--- config.mk ---
export PLATFORM = sky130hd
export DESIGN_NAME = clock_set_ctrl
export DESIGN_NICKNAME = d
export VERILOG_FILES = /design/src/rtl/clock_set_ctrl.sv
export SDC_FILE = /design/constraint.sdc
export NUM_CORES = 1
export LEC_CHECK = 0
export ABC_CLOCK_PERIOD_IN_PS = 2700
export CAP_MARGIN = 20
export CORE_UTILIZATION = 59
export DETAILED_ROUTE_END_ITERATION = 6
export GPL_TIMING_DRIVEN = 1
export PLACE_DENSITY = 0.86
export SLEW_MARGIN = 10
export SYNTH_ARGS = -nofsm -noshare
export SYNTH_HDL_FRONTEND = slang
export SYNTH_SLANG_ARGS = --single-unit
export TNS_END_PERCENT = 30
--- constraint.sdc ---
create_clock -name clk -period 2.7 [get_ports clk]
set_clock_uncertainty 0.2 [all_clocks]
set_input_delay 0.54 -clock clk [delete_from_list [all_inputs] [get_ports clk]]
set_output_delay 0.54 -clock clk [all_outputs]
set_load 0.02 [all_outputs]
--- src/rtl/clock_set_ctrl.sv ---
// Time-setting sequencer for the HH:MM:SS counter chain: mode/up/down buttons to per-field strobes.
// Build option: define CLK_SET_AUTOREPEAT_EN to enable hold-to-repeat on up/down.
module clock_set_ctrl #(
  parameter int unsigned CNT_W         = 14,
  parameter int unsigned HOLD_TICKS    = 500,
  parameter int unsigned REPEAT_TICKS  = 100,
  parameter int unsigned TIMEOUT_TICKS = 10000,
  parameter int unsigned BLINK_TICKS   = 250
) (
  input  logic       clk,
  input  logic       rst_n,
  input  logic       tick,
  input  logic       btn_mode,
  input  logic       btn_up,
  input  logic       btn_down,
  output logic       run_en,
  output logic       up_h,
  output logic       down_h,
  output logic       up_m,
  output logic       down_m,
  output logic       up_s,
  output logic       down_s,
  output logic [1:0] sel,
  output logic       blink,
  output logic       set_active
);

  localparam longint unsigned CNT_LIMIT = 64'd1 << CNT_W;

  if (HOLD_TICKS == 0 || REPEAT_TICKS == 0 || TIMEOUT_TICKS == 0 || BLINK_TICKS == 0 ||
      64'(HOLD_TICKS) >= CNT_LIMIT || 64'(REPEAT_TICKS) >= CNT_LIMIT ||
      64'(TIMEOUT_TICKS) >= CNT_LIMIT || 64'(BLINK_TICKS) >= CNT_LIMIT) begin : g_param_check
    $error("clock_set_ctrl: every *_TICKS value must be nonzero and below 2**CNT_W");
  end

  typedef enum logic [1:0] {
    ST_RUN   = 2'd0,
    ST_SET_H = 2'd1,
    ST_SET_M = 2'd2,
    ST_SET_S = 2'd3
  } state_t;

  state_t           state_q, state_d;
  logic             mode_q, up_q, down_q;
  logic [CNT_W-1:0] idle_q, idle_d;
  logic [CNT_W-1:0] blk_q, blk_d;
  logic             fire_up, fire_dn;
  logic             run_en_d, set_active_d, blink_d;
  logic [1:0]       sel_d;
  logic             up_h_d, down_h_d, up_m_d, down_m_d, up_s_d, down_s_d;
`ifdef CLK_SET_AUTOREPEAT_EN
  logic [CNT_W-1:0] hold_q, hold_d;
  logic             armed_q, armed_d;
  logic             rep_q, rep_d;
`endif

  logic mode_rise, up_rise, down_rise;
  assign mode_rise = btn_mode & ~mode_q;
  assign up_rise   = btn_up   & ~up_q;
  assign down_rise = btn_down & ~down_q;

  // State, counters, edge history and registered outputs
  always_ff @(posedge clk or negedge rst_n) begin
    if (!rst_n) begin
      state_q    <= ST_RUN;
      mode_q     <= 1'b0;
      up_q       <= 1'b0;
      down_q     <= 1'b0;
      idle_q     <= '0;
      blk_q      <= '0;
      run_en     <= 1'b1;
      set_active <= 1'b0;
      sel        <= 2'd0;
      blink      <= 1'b0;
      up_h       <= 1'b0;
      down_h     <= 1'b0;
      up_m       <= 1'b0;
      down_m     <= 1'b0;
      up_s       <= 1'b0;
      down_s     <= 1'b0;
`ifdef CLK_SET_AUTOREPEAT_EN
      hold_q     <= '0;
      armed_q    <= 1'b0;
      rep_q      <= 1'b0;
`endif
    end else begin
      state_q    <= state_d;
      mode_q     <= btn_mode;
      up_q       <= btn_up;
      down_q     <= btn_down;
      idle_q     <= idle_d;
      blk_q      <= blk_d;
      run_en     <= run_en_d;
      set_active <= set_active_d;
      sel        <= sel_d;
      blink      <= blink_d;
      up_h       <= up_h_d;
      down_h     <= down_h_d;
      up_m       <= up_m_d;
      down_m     <= down_m_d;
      up_s       <= up_s_d;
      down_s     <= down_s_d;
`ifdef CLK_SET_AUTOREPEAT_EN
      hold_q     <= hold_d;
      armed_q    <= armed_d;
      rep_q      <= rep_d;
`endif
    end
  end

  // Next state, strobe decision, hold and idle counters
  always_comb begin
    state_d = state_q;
    idle_d  = idle_q;
    fire_up = 1'b0;
    fire_dn = 1'b0;
`ifdef CLK_SET_AUTOREPEAT_EN
    hold_d  = hold_q;
    armed_d = armed_q;
    rep_d   = rep_q;
`endif
    if (mode_rise) begin
      // mode wins over any coincident up/down edge
      state_d = state_t'(2'(state_q + 2'd1));
      idle_d  = '0;
`ifdef CLK_SET_AUTOREPEAT_EN
      hold_d  = '0;
      armed_d = 1'b0;
      rep_d   = 1'b0;
`endif
    end else if (state_q == ST_RUN) begin
      idle_d = '0;
`ifdef CLK_SET_AUTOREPEAT_EN
      hold_d  = '0;
      armed_d = 1'b0;
      rep_d   = 1'b0;
`endif
    end else begin
      fire_up = up_rise & ~btn_down;
      fire_dn = down_rise & ~btn_up;
`ifdef CLK_SET_AUTOREPEAT_EN
      if (!(btn_up ^ btn_down)) begin
        hold_d  = '0;
        armed_d = 1'b0;
        rep_d   = 1'b0;
      end else if (fire_up | fire_dn) begin
        hold_d  = '0;
        armed_d = 1'b1;
        rep_d   = 1'b0;
      end else if (armed_q && tick) begin
        // first strobe after HOLD_TICKS, then every REPEAT_TICKS
        if (hold_q == (rep_q ? CNT_W'(REPEAT_TICKS - 1) : CNT_W'(HOLD_TICKS - 1))) begin
          fire_up = btn_up;
          fire_dn = btn_down;
          hold_d  = '0;
          rep_d   = 1'b1;
        end else begin
          hold_d = hold_q + CNT_W'(1);
        end
      end
`endif
      if (up_rise | down_rise | fire_up | fire_dn) begin
        idle_d = '0;
      end else if (tick) begin
        if (idle_q == CNT_W'(TIMEOUT_TICKS - 1)) begin
          state_d = ST_RUN;
          idle_d  = '0;
`ifdef CLK_SET_AUTOREPEAT_EN
          hold_d  = '0;
          armed_d = 1'b0;
          rep_d   = 1'b0;
`endif
        end else begin
          idle_d = idle_q + CNT_W'(1);
        end
      end
    end
  end

  // Output next values and blink phase
  always_comb begin
    run_en_d     = (state_d == ST_RUN);
    set_active_d = (state_d != ST_RUN);
    sel_d        = 2'(state_d);
    up_h_d       = fire_up & (state_q == ST_SET_H);
    down_h_d     = fire_dn & (state_q == ST_SET_H);
    up_m_d       = fire_up & (state_q == ST_SET_M);
    down_m_d     = fire_dn & (state_q == ST_SET_M);
    up_s_d       = fire_up & (state_q == ST_SET_S);
    down_s_d     = fire_dn & (state_q == ST_SET_S);
    blink_d      = blink;
    blk_d        = blk_q;
    if (state_d == ST_RUN) begin
      blink_d = 1'b0;
      blk_d   = '0;
    end else if ((state_d != state_q) || fire_up || fire_dn) begin
      blink_d = 1'b1;
      blk_d   = '0;
    end else if (tick) begin
      if (blk_q == CNT_W'(BLINK_TICKS - 1)) begin
        blink_d = ~blink;
        blk_d   = '0;
      end else begin
        blk_d = blk_q + CNT_W'(1);
      end
    end
  end

endmodule

==> impl_metrics.yaml <==
run_status:
  status: "completed"
layout:
  antenna_diode_count: 0
  fillCellCount: 283
  layout.core_utilization_pct: 71.1
  sequential_standard_cell_area_mm2: 0.00105
  multiInputGateArea_mm2: 0.00135
  area_growth_from_synthesis_to_layout_pct: 13.6
  drive_above_1_share_pct: 16.6
  nets: 307
floorplanning:
  core_mm2: 0.00406
  die_x_um: 67.6
  floorplan.io_pins: 17
  row_count: 23
  design.die.area_mm2: 0.00457
  start_util_pct: 62.6
  die_h_um: 67.6
critical_path:
  timing.setup.critical_path_class: "flip-flop to flip-flop"
  reg2reg_setup_slack_ns: 0.16
  cp_slowest_stage_delay_ns: 0.63
  critPathArrivalTime_ns: 2.53
  cp_data_required_time_ns: 2.69
  worst_r2r_path_depth: 7
  critical_register_to_register_path_startpoint: "state_q[0]$_DFF_PN0_"
  cp-end-kind: "flip-flop"
  setup.worst_path.start_class: "flip-flop"
  path_cells: "inv_1 > ha_1 > or4b_2 > o311a_1 > nand3_1 > nor3_1 > a311oi_1"
  critical-path-slowest-cell: "or4b_2"
  maximum_net_fanout_on_the_critical_path: 7
  regToRegEndpoint: "blink$_DFFE_PN0P_"
timing:
  report.final.slew_viol_count: 0
  slew-limit-headroom_pct: 39.7
  timing.final.hold_violations: 0
  grt_setup_unrepaired: "false"
  fin_crit_ns: 2.54
  maxClockFrequency_mhz: 394
  final_critical_path_share_of_the_clock_period_pct: 93.9
  final-setup-viol-count: 0
  timing.hold.ws_ns: 0.159
  fin_tns_setup_ns: 0
  worst_slew_pin_slew_ns: 0.904
route:
  post_drt_via_cell_ratio: 6.31
  drt_wl_total_mm: 5.40
  drtAntennaViolNets: 0
  drt_iter0_markers: 188
  post_drt_wl_per_cell_um: 15.6
  drt_pre_antenna_iters: 5
  vias: 2177
  drt_drc_violations_left: 0
synth:
  synth_flop_cell: "dfrtp_1"
  synth_top_cells_by_count: "41 x dfrtp_1, 25 x nand2_1, 21 x nand3_1"
  mapped_cells: 269
  postSynth.asyncResetShare_pct: 100
  synth_largest_type_area_fraction_pct: 40.4
  synth-warning-count: 0
  yosys.cell_types.count: 55
  yosys.cell_count.top_type: "dfrtp_1"
  post_synth_instance_area_mm2: 0.00254
  synth-edff-count: 0
  synth.ff_latch_count: 42
  yosysSeqAreaShare_pct: 41.4
  synth_largest_area_cell: "dfrtp_1"
  synth_fp_nets: 282
  synth_top_cells_by_area: "dfrtp_1 40%, nand3_1 4.1%, nand2_1 3.7%"
  synthesis.area_per_instance_um2: 9.45
cts:
  number_of_setup_buffers_added_after_cts: 0
  ctsHoldBuffers: 0
  cts_sinks: 42
  h-tree-depth: 2
  root_buffer: "clkbuf_8"
  clock_latency_ns: 0.30
  worst_setup_hold_path_clk_slew_ns: 0.09
  cts-resized-gates: 0
  max-clock-path-buffers: 2
  tritoncts.num_buffers: 5
  tritoncts_clock_tree: "built"
worst_hold_path:
  path_type_of_the_worst_min_delay_path: "input port to async pin"
power:
  power.density_mw_per_mm2: 565
  switching_share_pct: 30.5
  cellInternalPower_w: 0.00113
  power.ir.vdd_worst_uv: 365
  pwr-share-clk_pct: 32.1
  logic_gate_share_of_total_power_pct: 24.5
  static-leakage-power_nw: 1.14
  power.sequential.fraction_pct: 43.4
  net_switching_w: 0.000497
place:
  gpl.final_weighted_congestion: 0.857
  buffer_ports.inserted: 16
  hpwl_mm: 3.76
grt:
  grt_pass1_wl_mm: 8.94
  via_count_of_the_first_global_routing_pass: 1896
  grt_max_degree: 43
  overflow: 0
  grt.total_usage_pct: 26.0
  grt_antenna_before_repair: 0
job:
  drv.max_cap_violation_count: 0
-- metrics by stage --
stage	total power (W)	setup slack, ns	instance area (µm²)	std cells
after detailed placement	0.00112	-0.00275	2770	337
after floorplan	0.000987	0.241	2540	269
final	0.00163	0.164	2890	345
after global placement	0.00110	0.129	2770	337
after CTS	0.00164	0.163	2890	345
after global routing	0.00171	0.000726	2890	345
-- cell usage in the layout, fill, tap and decap left out, types with 9 or more instances in the layout --
cell type	Yosys	routed
a21oi_2	10	10
and2_1	9	9
buf_4	1	13
clkdlybuf4s50_1	0	15
dfrtp_1	41	41
inv_1	12	12
nand2_1	25	25
nand3_1	21	21
nor2_1	9	9
nor3_1	9	9
nor4_1	9	9
o21ai_1	16	16
-- layer usage --
layer / part of all wire, % / global-route usage (%)
met3: 5.3 / 5.07
met1: 45 / 34.7
met2: 49 / 41.6
met4: 1.2 / 9.31
met5: 0 / 0
-- worst max-delay path by stage --
stage                               from                     to  slack, ns  cells past startpoint
finish              state_q[0]$_DFF_PN0_      blink$_DFFE_PN0P_       0.16                      7
global route        state_q[0]$_DFF_PN0_      blink$_DFFE_PN0P_     0.0007                      7
CTS                 state_q[0]$_DFF_PN0_      blink$_DFFE_PN0P_       0.16                      7
detailed placement                btn_up      blink$_DFFE_PN0P_     -0.003                      6
global placement                  btn_up   blk_q[5]$_DFFE_PN0P_       0.13                      6
floorplan           state_q[0]$_DFF_PN0_  idle_q[7]$_DFFE_PN0P_       0.24                      7
-- power by group through the flow --
stage / Combinational (W) / Sequential [W] / Clock (W)
floorplan: 0.000240 / 0.000748 / 0
global placement: 0.000384 / 0.000717 / 0
detailed placement: 0.000397 / 0.000720 / 0
CTS: 0.000399 / 0.000708 / 0.000532
global route: 0.000437 / 0.000716 / 0.000558
finish: 0.000400 / 0.000708 / 0.000523
-- area by class of cell --
type                       instances  share of cell area, %
sequential                        42                   36.5
tap                               50                   2.17
timing repair buffer              29                   8.76
clock buffer                       7                   2.99
multi-input combinational        203                   46.9
clock inverter                     1                   1.04
inverter                          13                   1.69
-- sequential cells by signal, summed over array words and instances, names as in the netlist --
signal / count
up_s: 1
up_m: 1
mode_q: 1
down_s: 1
run_en: 1
idle_q: 14
state_q: 2
up_q: 1
down_m: 1
blk_q: 14
set_active: 1
blink: 1
down_h: 1
down_q: 1
up_h: 1
-- cells by family (layout without fill, tap and decap cells) --
kind of cell | Yosys count | in the layout | synth area share, %
AND/OR/NAND/NOR | 136 | 136 | 32.9
AO/OA/AOI/OAI | 60 | 60 | 16.9
flip-flops | 42 | 42 | 41.4
buffers and inverters | 24 | 50 | 5.32
adder cells (fa/ha/maj) | 7 | 7 | 3.45
-- worst max-delay path, delay by kind of cell (launching register included) --
kind / cells / cell delay (ns)
buf+inv: 1 / 0.17
simple gates: 3 / 0.78
flops: 1 / 0.48
compound gates: 2 / 0.48
fa+ha+maj: 1 / 0.31
Power figures use the tool's default switching activity.
==> variant 1: new RTL, same settings <==
Set the parameter `CNT_W` to 15 (it was 14).
--- a/src/rtl/clock_set_ctrl.sv
+++ b/src/rtl/clock_set_ctrl.sv
@@ -1,7 +1,7 @@
 // Time-setting sequencer for the HH:MM:SS counter chain: mode/up/down buttons to per-field strobes.
 // Build option: define CLK_SET_AUTOREPEAT_EN to enable hold-to-repeat on up/down.
 module clock_set_ctrl #(
-  parameter int unsigned CNT_W         = 14,
+  parameter int unsigned CNT_W         = 15,
   parameter int unsigned HOLD_TICKS    = 500,
   parameter int unsigned REPEAT_TICKS  = 100,
   parameter int unsigned TIMEOUT_TICKS = 10000,
Check against the original RTL: no difference found for any inputs over 10 cycles, from zero or initial values and one cycle with rst_n low; that may be too few to reach the edited logic, so the function may still have changed.
==> variant 1 against the original RTL <==
Sequential cell count is 2 higher; synthesized area is 3.3% lower; highest routed layer unchanged; power is 5.3% higher; sequential power is 7.3% higher; routed wire length is 2.6% higher; first-iteration DRC count is 20% lower; cell area is 1.9% lower; setup slack better by 83 ps.
==> variant 1: results <==
setup_path:
  worst_ep_arrival_time_ps: 2470
  timing.critical_path.slowest_cell_delay_ps: 580
  critical_path_peak_fanout: 5
  crit_start: "btn_down"
  end_point_of_the_critical_path: "idle_q[13]"
  rr_worst_depth: 7
  cp_slowest_cell: "sky130_fd_sc_hd__or4_4"
  rr_endpoint: "blk_q[7]"
  critical_path.top_delay_family: "simple AND/OR/NAND/NOR gates"
  timing.rr.start: "state_q[1]"
  minimum_setup_slack_among_reg_to_reg_paths_ps: 250
pwr:
  max-vdd-ir-drop_mv: 0.455
  power.static_leakage_nw: 1.17
grt:
  total_routing_usage_gr: 0.287
  grt_pass1_vias: 2056
  grt_max_degree: 29
  grt_util_met1: 0.336
  gr-usage-met3: 0.0685
  gr-usage-met2: 0.508
  grt_first_pass_wirelength_um: 9360
  antenna_found_initial: 0
clock_tree:
  cts.reportedPaths.clkPinSlew_ps: 70
  tritoncts.num_buffers: 5
  max-clock-path-buffers: 2
routing:
  routed_length_on_met3_um: 198
  met1_length_um: 2390
  dr.first_iter.drc_count: 151
  via_count_normalized_by_instance_count: 6.16
  dr_wl_met2_um: 2880
  first_pass_iteration_count_of_the_detailed_router: 4
  drt-total-wl_um: 5540
yosys:
  yosys_warnings: 0
  ys_seq_area_frac: 0.449
  syn_nets: 268
  synthArstFlopShare: 1.00
  synth_common_cells: "43 x sky130_fd_sc_hd__dfrtp_1, 20 x sky130_fd_sc_hd__nand2_1, 18 x sky130_fd_sc_hd__nand3_1"
  yosys-top-cells-area: "sky130_fd_sc_hd__dfrtp_1 44%, sky130_fd_sc_hd__nand3_1 3.7%, sky130_fd_sc_hd__ha_1 3.6%"
  yosys.cell_types.count: 54
min_path:
  timing.hold.worst.class: "reg -> reg"
timing:
  fmax_mhz: 408
  tightest_slew_ps: 589
final_layout:
  antennaDiodeCount: 0
  fin_nets: 298
  layout-drive-gt1-share: 0.144
  largestRegisters: "blk_q x15, idle_q x15, state_q x2"
  fillerInstances: 312
place:
  pre_cts_slack_ps: -32.6
  globalplace.congestion: 0.912
  place_hpwl_um: 4100
outcome:
  status: "completed"
==> variant 1: report_power, final <==
part / switching (W) / internal [W]
Sequential: 0.0000468 / 0.000713
Combinational: 0.000334 / 0.000238
Clock: 0.000209 / 0.000176
Total: 0.000590 / 0.00113
==> variant 1: layout make-up <==
class	count	area (um2)	share of cell area
timing repair buffer	30	263	0.0928
multi-input combinational	187	1260	0.446
inverter	17	63.8	0.0225
clock inverter	1	5.00	0.00177
sequential	44	1100	0.389
clock buffer	6	72.6	0.0256
tap	50	62.6	0.0221
==> variant 1: what timing repair did <==
action | in CTS | in global routing
resized for setup | 0 | 2
hold endpoints to repair | 15 | 0
setup endpoints to repair | 0 | 1
hold buffers | 1 | 0
==> variant 1: cells by family (layout without fill, tap and decap cells) <==
family | after synthesis | in the layout | synth area share
buffers and inverters | 24 | 54 | 0.0448
and+or+nand+nor | 117 | 117 | 0.283
adders and majority gates | 7 | 7 | 0.0356
muxes | 4 | 4 | 0.0163
xor gates and xnor gates | 6 | 6 | 0.0214
DFF | 44 | 44 | 0.449
AOI/OAI and AO/OA | 53 | 53 | 0.151
==> variant 1: how the worst min path moves through the flow <==
stage                          start         end  slack, ps  depth (start not counted)
after global placement         rst_n        up_m        270                          1
after CTS                 idle_q[14]  idle_q[14]        310                          1
final                     idle_q[14]  idle_q[14]        300                          1
after floorplan                rst_n       blink         40                          0
after detailed placement       rst_n        up_m        280                          1
after global routing      idle_q[14]  idle_q[14]        320                          1
==> variant 1: stage by stage <==
step	cell area (um2)	cells
3_3_place_gp	2730	327
3_5_place_dp	2730	327
5_1_grt	2830	335
6_report	2830	335
4_1_cts	2810	335
2_1_floorplan	2460	255
==> variant 2: new RTL, same settings <==
Without the edit above. The output `up_s` loses its register stage (`up_s` becomes a continuous assignment).
--- a/src/rtl/clock_set_ctrl.sv
+++ b/src/rtl/clock_set_ctrl.sv
@@ -76,7 +76,6 @@
       down_h     <= 1'b0;
       up_m       <= 1'b0;
       down_m     <= 1'b0;
-      up_s       <= 1'b0;
       down_s     <= 1'b0;
 `ifdef CLK_SET_AUTOREPEAT_EN
       hold_q     <= '0;
@@ -98,7 +97,6 @@
       down_h     <= down_h_d;
       up_m       <= up_m_d;
       down_m     <= down_m_d;
-      up_s       <= up_s_d;
       down_s     <= down_s_d;
 `ifdef CLK_SET_AUTOREPEAT_EN
       hold_q     <= hold_d;
@@ -107,6 +105,8 @@
 `endif
     end
   end
+
+  assign up_s = up_s_d;
 
   // Next state, strobe decision, hold and idle counters
   always_comb begin
Function: changed (Yosys sat finds a counterexample within 10 cycles, from zero or initial values and one cycle with rst_n low).
==> variant 2 against the original RTL <==
Power down 5.9%; routed wire length grew 3.1%; die area shrank 0.96%; synthesized area shrank 0.98%; utilization rose by 1.0 points; combinational power grew 12%; highest routed layer unchanged; largest power group unchanged; worst hold slack got worse by 2.1 ps; setup slack gained 36 ps; sequential cell count decreased by 1; cell area up 1.4%; global-route usage grew 1.4 points.
==> variant 2: results <==
place:
  globalplace.congestion: 0.858
  post_dp_cell_area_um2: 2840
  place_hpwl_um: 3940
  dp_cells: 348
timing:
  slew-limit-headroom: 0.394
setup_path:
  critical_path.top_delay_family: "buffers and inverters"
  cp_slowest_cell: "sky130_fd_sc_hd__clkdlybuf4s50_1"
  timing.critical_path.slowest_cell_delay_ps: 500
  critical_path_peak_fanout: 6
grt:
  total_routing_usage_gr: 0.275
  grt_first_pass_wirelength_um: 9250
  grt_max_degree: 42
  grt_pass1_vias: 2105
routing:
  dr.first_iter.drc_count: 156
  drt-total-wl_um: 5560
  detailroute.via_count: 2189
  first_pass_iteration_count_of_the_detailed_router: 4
pwr:
  power.static_leakage_nw: 1.17
  max-vdd-ir-drop_mv: 0.321
outcome:
  status: "completed"
yosys:
  syn_nets: 281
  synth_common_cells: "40 x sky130_fd_sc_hd__dfrtp_1, 25 x sky130_fd_sc_hd__nand2_1, 21 x sky130_fd_sc_hd__nand3_1"
  synth.avg_cell_area_um2: 9.39
  ys_seq_area_frac: 0.408
  yosys-top-cells-area: "sky130_fd_sc_hd__dfrtp_1 40%, sky130_fd_sc_hd__nand3_1 4.2%, sky130_fd_sc_hd__nand2_1 3.7%"
final_layout:
  layout-drive-gt1-share: 0.206
  fin_nets: 318
variant 2: changes by cell type after synthesis, sizes merged:
cell	before	now
dfrtp	41	40
variant 2: cell families after synthesis:
group           Yosys count  synth area share
fa+ha+maj                 7            0.0348
simple gates            136             0.333
flops                    41             0.408
buf+inv                  24            0.0537
compound gates           60             0.171
variant 2: area by class of cell:
class	instances	area, um2
Fill cell	317	1130
Clock inverter	2	10.0
Timing Repair Buffer	41	338
Inverter	13	48.8
Sequential cell	41	1030
Clock buffer	6	72.6
Tap cell	50	62.6
Multi-Input combinational cell	203	1370
variant 2: worst paths after layout:
check | from | to | slack (ps) | cells after the start
setup / recovery | btn_mode | blk_q[13] | 200 | 8
hold / removal | rst_n | down_s | 160 | 1
setup reg to reg | idle_q[0] | idle_q[10] | 300 | 8
hold reg to reg | idle_q[1] | idle_q[1] | 340 | 2
max in group asynchronous | rst_n | blk_q[7] | 1580 | 1
min in group clk | idle_q[1] | idle_q[1] | 340 | 2
variant 2: power breakdown:
group	switching (W)	total, W	internal (W)
sequential	0.0000273	0.000682	0.000655
combinational	0.000257	0.000450	0.000193
clock	0.000223	0.000402	0.000179
total	0.000507	0.00153	0.00103
variant 2: layer usage:
| metal | wire (um) | global-route usage |
|---|---|---|
| met2 | 2660 | 0.438 |
| met4 | 68 | 0.128 |
| met3 | 274 | 0.0625 |
| met1 | 2560 | 0.351 |
| met5 | 0 | 0 |
variant 2: worst register-to-register path, delay by kind of cell (launching register included):
kind / cells / cell delay [ps]
AOI/OAI and AO/OA: 1 / 70
adders and majority gates: 1 / 260
buffers and inverters: 2 / 340
DFF: 1 / 410
and+or+nand+nor: 4 / 1040
variant 2: stage by stage:
stage	hold WS (ps)	setup TNS (ps)	total power, W	setup WS [ps]
after global placement	298	-267	0.00112	-267
after global routing	240	0	0.00162	37.8
final	157	0	0.00153	200
after CTS	189	0	0.00154	12.5
after detailed placement	324	-347	0.00114	-347
after floorplan	44.4	0	0.000972	241
variant 2: what timing repair did:
item                       4_1_cts  5_1_grt
hold endpoints to repair         0        0
hold buffers                     0        0
gates resized for setup          2        3
pin swaps                        0        1
setup endpoints to repair        1        1
